===== src/rtl/cascade_ctrl.sv =====
// cascade_ctrl: 8259A-style cascade controller.
// Master: drives the slave ID for the acknowledged IR line onto CAS.
// Slave: compares CAS with its own ID and decides which INTA pulses it answers.
// Tracks the INTA pulse sequence (3 pulses for 8080, 2 pulses for 8086).
// Aborts when INTA stays high for too long between pulses.
//
// Ports:
//   clk, rst_n  - system clock, asynchronous active-low reset
//   sp_en_n     - 1 = master, 0 = slave (sampled in IDLE)
//   sngl        - no cascade: CAS never driven, own vector always supplied
//   mode_8086   - 1 = 2-pulse sequence, 0 = 3-pulse sequence (sampled in IDLE)
//   slave_mask  - master ICW3; bit i set = IR i has a slave
//   slave_id    - slave ICW3 ID
//   ack_irq     - master: IR index being acknowledged, valid at the first INTA fall
//   inta_n      - INTA strobe, already synchronous to clk
//   cas_in      - CAS bus input
//   cas_out     - CAS bus drive value
//   cas_oe      - CAS output enable
//   vec_en      - this device drives the data bus in the current INTA low phase
//   vec_sel     - byte to drive: 0 = CALL, 1 = low/vector byte, 2 = high byte
//   seq_done    - one-cycle pulse on the rise of the last INTA pulse
//   seq_err     - one-cycle pulse on timeout abort
module cascade_ctrl #(
    parameter int unsigned CAS_W   = 3,
    parameter int unsigned TMO_CYC = 64,
    parameter int unsigned TMO_W   = 16
) (
    input  logic                  clk,
    input  logic                  rst_n,
    input  logic                  sp_en_n,
    input  logic                  sngl,
    input  logic                  mode_8086,
    input  logic [2**CAS_W-1:0]   slave_mask,
    input  logic [CAS_W-1:0]      slave_id,
    input  logic [CAS_W-1:0]      ack_irq,
    input  logic                  inta_n,
    input  logic [CAS_W-1:0]      cas_in,
    output logic [CAS_W-1:0]      cas_out,
    output logic                  cas_oe,
    output logic                  vec_en,
    output logic [1:0]            vec_sel,
    output logic                  seq_done,
    output logic                  seq_err
);

    // The counter is cleared on the rise and advanced once per HIGH cycle;
    // the abort fires on the edge at which it would reach TMO_CYC-1.
    localparam logic [TMO_W-1:0] TMO_LAST = TMO_W'(TMO_CYC - 2);

    typedef enum logic [1:0] {
        S_IDLE,
        S_LOW,
        S_HIGH
    } state_t;

    state_t state_q, state_d;

    logic             inta_q;
    logic             fall, rise;

    logic             mode_q, mode_d;       // latched mode_8086
    logic             master_q, master_d;   // master role (sngl folds in here)
    logic             casc_q, casc_d;       // master with a slave on this IR
    logic             sel_q, sel_d;         // slave addressed on CAS
    logic [1:0]       pc_q, pc_d;
    logic [TMO_W-1:0] tmo_q, tmo_d;

    logic [CAS_W-1:0] cas_out_d;
    logic             cas_oe_d;
    logic             vec_en_d;
    logic [1:0]       vec_sel_d;
    logic             seq_done_d;
    logic             seq_err_d;

    logic             last_pulse;
    logic             tmo_hit;
    logic             casc_new;
    logic             sel_new;
    logic [2:0]       drv_new, drv_next;

    assign fall       = inta_q & ~inta_n;
    assign rise       = ~inta_q & inta_n;
    assign last_pulse = (pc_q == (mode_q ? 2'd2 : 2'd3));
    assign tmo_hit    = (tmo_q == TMO_LAST);

    // Role decisions made from the live config at the first fall.
    assign casc_new = sp_en_n & ~sngl & slave_mask[ack_irq];
    assign sel_new  = ~sp_en_n & ~sngl & (cas_in == slave_id);

    // Data-bus drive for a given pulse: {vec_en, vec_sel}.
    function automatic logic [2:0] drive(input logic       m86,
                                         input logic       mst,
                                         input logic       casc,
                                         input logic       sel,
                                         input logic [1:0] pc);
        logic       en;
        logic [1:0] vs;
        en = 1'b0;
        vs = 2'd0;
        if (m86) begin
            if (pc == 2'd2) begin
                vs = 2'd1;
                en = mst ? ~casc : sel;
            end
        end else begin
            if (pc == 2'd1) begin
                vs = 2'd0;
                en = mst;
            end else begin
                vs = pc - 2'd1;
                en = mst ? ~casc : sel;
            end
        end
        return {en, vs};
    endfunction

    assign drv_new  = drive(mode_8086, sp_en_n | sngl, casc_new, sel_new, 2'd1);
    assign drv_next = drive(mode_q, master_q, casc_q, sel_q, pc_q + 2'd1);

    always_ff @(posedge clk or negedge rst_n) begin
        if (!rst_n) begin
            inta_q <= 1'b1;
        end else begin
            inta_q <= inta_n;
        end
    end

    // State register
    always_ff @(posedge clk or negedge rst_n) begin
        if (!rst_n) begin
            state_q <= S_IDLE;
        end else begin
            state_q <= state_d;
        end
    end

    // Next-state logic
    always_comb begin
        state_d = state_q;
        unique case (state_q)
            S_IDLE: if (fall) state_d = S_LOW;
            S_LOW:  if (rise) state_d = last_pulse ? S_IDLE : S_HIGH;
            S_HIGH: begin
                if (fall)         state_d = S_LOW;
                else if (tmo_hit) state_d = S_IDLE;
            end
            default: state_d = S_IDLE;
        endcase
    end

    // Output / datapath next values
    always_comb begin
        mode_d     = mode_q;
        master_d   = master_q;
        casc_d     = casc_q;
        sel_d      = sel_q;
        pc_d       = pc_q;
        tmo_d      = tmo_q;
        cas_out_d  = cas_out;
        cas_oe_d   = cas_oe;
        vec_en_d   = vec_en;
        vec_sel_d  = vec_sel;
        seq_done_d = 1'b0;
        seq_err_d  = 1'b0;
        unique case (state_q)
            S_IDLE: begin
                if (fall) begin
                    mode_d    = mode_8086;
                    // sngl forces master behaviour, so it is folded into the role.
                    master_d  = sp_en_n | sngl;
                    casc_d    = casc_new;
                    sel_d     = sel_new;
                    pc_d      = 2'd1;
                    cas_oe_d  = casc_new;
                    cas_out_d = casc_new ? ack_irq : '0;
                    vec_en_d  = drv_new[2];
                    vec_sel_d = drv_new[1:0];
                end
            end
            S_LOW: begin
                if (rise) begin
                    vec_en_d = 1'b0;
                    if (last_pulse) begin
                        seq_done_d = 1'b1;
                        cas_oe_d   = 1'b0;
                        cas_out_d  = '0;
                        sel_d      = 1'b0;
                        casc_d     = 1'b0;
                        vec_sel_d  = 2'd0;
                    end else begin
                        tmo_d = '0;
                    end
                end
            end
            S_HIGH: begin
                if (fall) begin
                    pc_d      = pc_q + 2'd1;
                    vec_en_d  = drv_next[2];
                    vec_sel_d = drv_next[1:0];
                end else if (tmo_hit) begin
                    seq_err_d = 1'b1;
                    cas_oe_d  = 1'b0;
                    cas_out_d = '0;
                    vec_en_d  = 1'b0;
                    vec_sel_d = 2'd0;
                    sel_d     = 1'b0;
                    casc_d    = 1'b0;
                end else begin
                    tmo_d = tmo_q + TMO_W'(1);
                end
            end
            default: ;
        endcase
    end

    // Datapath registers
    always_ff @(posedge clk or negedge rst_n) begin
        if (!rst_n) begin
            mode_q   <= 1'b0;
            master_q <= 1'b0;
            casc_q   <= 1'b0;
            sel_q    <= 1'b0;
            pc_q     <= 2'd0;
            tmo_q    <= '0;
            cas_out  <= '0;
            cas_oe   <= 1'b0;
            vec_en   <= 1'b0;
            vec_sel  <= 2'd0;
            seq_done <= 1'b0;
            seq_err  <= 1'b0;
        end else begin
            mode_q   <= mode_d;
            master_q <= master_d;
            casc_q   <= casc_d;
            sel_q    <= sel_d;
            pc_q     <= pc_d;
            tmo_q    <= tmo_d;
            cas_out  <= cas_out_d;
            cas_oe   <= cas_oe_d;
            vec_en   <= vec_en_d;
            vec_sel  <= vec_sel_d;
            seq_done <= seq_done_d;
            seq_err  <= seq_err_d;
        end
    end

endmodule


===== config.mk =====
export PLATFORM = sky130hd
export DESIGN_NAME = cascade_ctrl
export DESIGN_NICKNAME = d
export VERILOG_FILES = /design/src/rtl/cascade_ctrl.sv
export SDC_FILE = /design/constraint.sdc
export NUM_CORES = 1
export LEC_CHECK = 0
export CAP_MARGIN = 20
export CELL_PAD_IN_SITES_DETAIL_PLACEMENT = 1
export CELL_PAD_IN_SITES_GLOBAL_PLACEMENT = 2
export CORE_MARGIN = 5
export CORE_UTILIZATION = 34
export CTS_CLUSTER_DIAMETER = 60
export CTS_CLUSTER_SIZE = 14
export DETAILED_ROUTE_END_ITERATION = 8
export GPL_TIMING_DRIVEN = 0
export PLACE_DENSITY = 0.79
export REMOVE_ABC_BUFFERS = 1
export SETUP_SLACK_MARGIN = 0.2
export SLEW_MARGIN = 15
export SYNTH_ARGS = -nofsm -noshare
export SYNTH_HDL_FRONTEND = slang
export SYNTH_SLANG_ARGS = --single-unit

===== constraint.sdc =====
create_clock -name clk -period 2.5 [get_ports clk]
set_input_delay 0.375 -clock clk [delete_from_list [all_inputs] [get_ports clk]]
set_output_delay 0.375 -clock clk [all_outputs]
set_load 0.1 [all_outputs]

==> impl_results.md <==
* Max clock buf depth at 2
* First-pass GRT wire length at between 8000 and 9000 um
* Gp weighted congestion at around 0.74
* Largest net degree at the start of global routing at 18
* Root Driver: clkbuf_8
* H-tree depth at 2
* R2r setup slk at 0.39 ns
* RSZ-0062 raised after global routing: false
* Commonest non-fill, non-tap cell in the layout: dfrtp_1
* Reg2reg path depth at 7
* Routed wire length at 4750 um
* Routed length per placed instance at between 15 and 20 um
* DRT iter0 DRCs at 51
* Initial antenna violation count at 0
* Worst reg2reg path startpoint: state_q[0]$_DFFE_PN0P_
* Hpwl dp at 3750 um
* Sequential-to-total area share from yosys stat at 0.409
* FF-to-FF End: sel_q$_DFFE_PN0P_
* Crit path DAT at roughly 1.9 ns
* Hold/Removal Path Class: input pin to async pin
* Skew-Pair Late Insertion Delay at 0.29 ns
* Placed inst area at 2420 um^2
* EDFF count, synth at 0
* Drt pass-1 iters at 4
* Row Count at 28
* Critical path buffers and inverters at 1
* Max stage delay on crit path at 1.16 ns
* Average size of a mapped cell at about 10 um^2
* Synthesized flop and latch total at 33
* Cell internal pwr at around 0.0012 W
* Logic pwr share at 0.477
* Total congestion overflow at 0
* Worst slew pin tran at 0.990 ns
* Synth warnings at 0
* Drc violations at 0
* Synth-to-layout area growth at 23.9%
* Pwr Density at just under 900 nW/um^2
* Power share of the clock group at 0.185
* Core Area at a little under 6000 um^2
* Final Hold Viols at 0
* Async set-reset flop share out of synthesis at 1.00
* Leak at around 1.1 nW
* Status: finished clean
* Critical path, cell by cell: clkdlybuf4s50_1
* Tmin final at ~2.2 ns
* Switch Pwr at 0.000982 W
* Tot GR Track Use at 0.136
* Predominant post-synthesis flop cell: dfrtp_1
* Postcts setup bufs at 0
* Peak supply drop at between 0.3 and 0.4 mV
* CTS tree: done
* Clock sink total at 33
* Slowest stage cell, crit path: clkdlybuf4s50_1
* Setup tns final at 0 ns
* Die Height at around 87 um
* Antenna-violating nets left at 0
* Design Area, Final at between 2000 and 3000 um^2
* Via/cell ratio at around 5.2
* Cell area after synthesis at between 2000 and 2500 um^2
* Layout Nets at 266
* Normalized max-slew margin at 0.338
* Syn Inst Count at around 200
* Port bufs at 31
* Fillers at 669
* CTS clk-pin slew, worst paths at about 0.07 ns
* Die width at 87.1 um
* F_max at 448 MHz
* Vias in the first global route at roughly 1700
* Max-Cap Viols at 0
* # diodes at 0
* Final Max Tran Viols at 0
* Synth cell types at 52
* Num ports at 32
* Crit Path Category: flop to output pin
* Num CTS Buffers at 5
* Worst Path Required at 2.12 ns
* Family with the most delay on the worst path: buffers and inverters
* Commonest non-fill, non-tap cells in the layout: dfrtp_1 (32), clkdlybuf4s50_1 (30), nand2_1 (18), nor2_1 (12), inv_1 (11)
* CP max FO at 3
* Period utilization at 0.893
* Final setup violation count at 0
* Share of layout cells above drive strength 1 at 0.0983
* Starting Density at 0.346
* Sw frac at 0.441
* Worst Setup Start Kind: flop
* Die ar. at ~7600 um^2
* Vias at around 1600
* Cts repair resizes at 0
* Clock skew at 0.00583 ns
* Part of the power in registers at 0.338
* Crit end category: output pin
* Cts hold-fix bufs at 0
-- metal layers --
metal,part of all wire,GRT usage,up-vias
li1,-,-,794
met1,0.50,0.185,792
met2,0.46,0.214,14
met3,0.020,0.0284,7
met4,0.016,0.0460,0
met5,0,0,-
-- flip-flops by register name, summed over array words and instances (netlist names), 2 cells and up --
register,count
pc_q,2
vec_sel,2
cas_out,3
state_q,2
tmo_q,16
-- power by group through the flow --
stage	Sequential, W	Clock (W)	Combinational [W]
finish	0.000752	0.000413	0.00106
global route	0.000771	0.000450	0.00116
CTS	0.000754	0.000429	0.00108
detailed placement	0.000762	0	0.00108
global placement	0.000757	0	0.00106
floorplan	0.000944	0	0.000598
-- synth_stat cells (5+ instances only) --
library cell   n  share of area
o21ai_0        6          0.015
nor2_1        12          0.022
nor3_1         6          0.015
mux2i_1        7          0.035
xor2_1         5          0.022
a21oi_1        7          0.017
dfrtp_1       32           0.40
nand2_1       18          0.033
o2111ai_1      5          0.022
ha_1           9          0.056
o21ai_1        7          0.017
inv_1         11          0.020
nand3_1        8          0.020
-- per-stage QoR --
stage | hold slack [ns] | total power [W] | worst slack [ns] | util | instances
floorplan | 0.0794 | 0.00154 | 0.632 | - | 195
global placement | 0.472 | 0.00181 | 0.0876 | 0.410 | 301
detailed placement | 0.352 | 0.00184 | 0.0965 | 0.413 | 302
CTS | 0.0317 | 0.00226 | 0.259 | 0.428 | 309
global route | 0.0536 | 0.00238 | 0.225 | 0.428 | 309
finish | 0.0240 | 0.00223 | 0.268 | 0.428 | 309
-- cells by family (layout without fill, tap and decap cells) --
family | count (synthesis) | count (layout) | share of synthesized area
xor gates and xnor gates | 10 | 10 | 0.0470
muxes | 13 | 13 | 0.0792
adders and majority gates | 9 | 9 | 0.0557
AOI/OAI and AO/OA | 41 | 41 | 0.150
DFF | 33 | 33 | 0.409
buffers and inverters | 14 | 50 | 0.0353
and+or+nand+nor | 78 | 78 | 0.224
-- how the worst max path moves through the flow --
stage / start / endpoint / slack [ns] / depth (start not counted)
after CTS: casc_q$_DFFE_PN0P_ / cas_oe / 0.26 / 1
after floorplan: state_q[0]$_DFFE_PN0P_ / casc_q$_DFFE_PN0P_ / 0.63 / 7
final: casc_q$_DFFE_PN0P_ / cas_oe / 0.27 / 1
after global routing: casc_q$_DFFE_PN0P_ / cas_oe / 0.23 / 1
after global placement: inta_n / tmo_q[11]$_DFFE_PN0P_ / 0.09 / 6
after detailed placement: inta_n / tmo_q[11]$_DFFE_PN0P_ / 0.1 / 6
-- cell type report --
type	instances	area [um^2]	share of cell area
well taps	75	93.8	0.0375
multi-input cells	151	1120	0.449
flip-flops and latches	33	827	0.330
inverters	11	41.3	0.0165
repair buffers	32	333	0.133
clock buffers	7	86.3	0.0345
(Power assumes the default switching activity.)
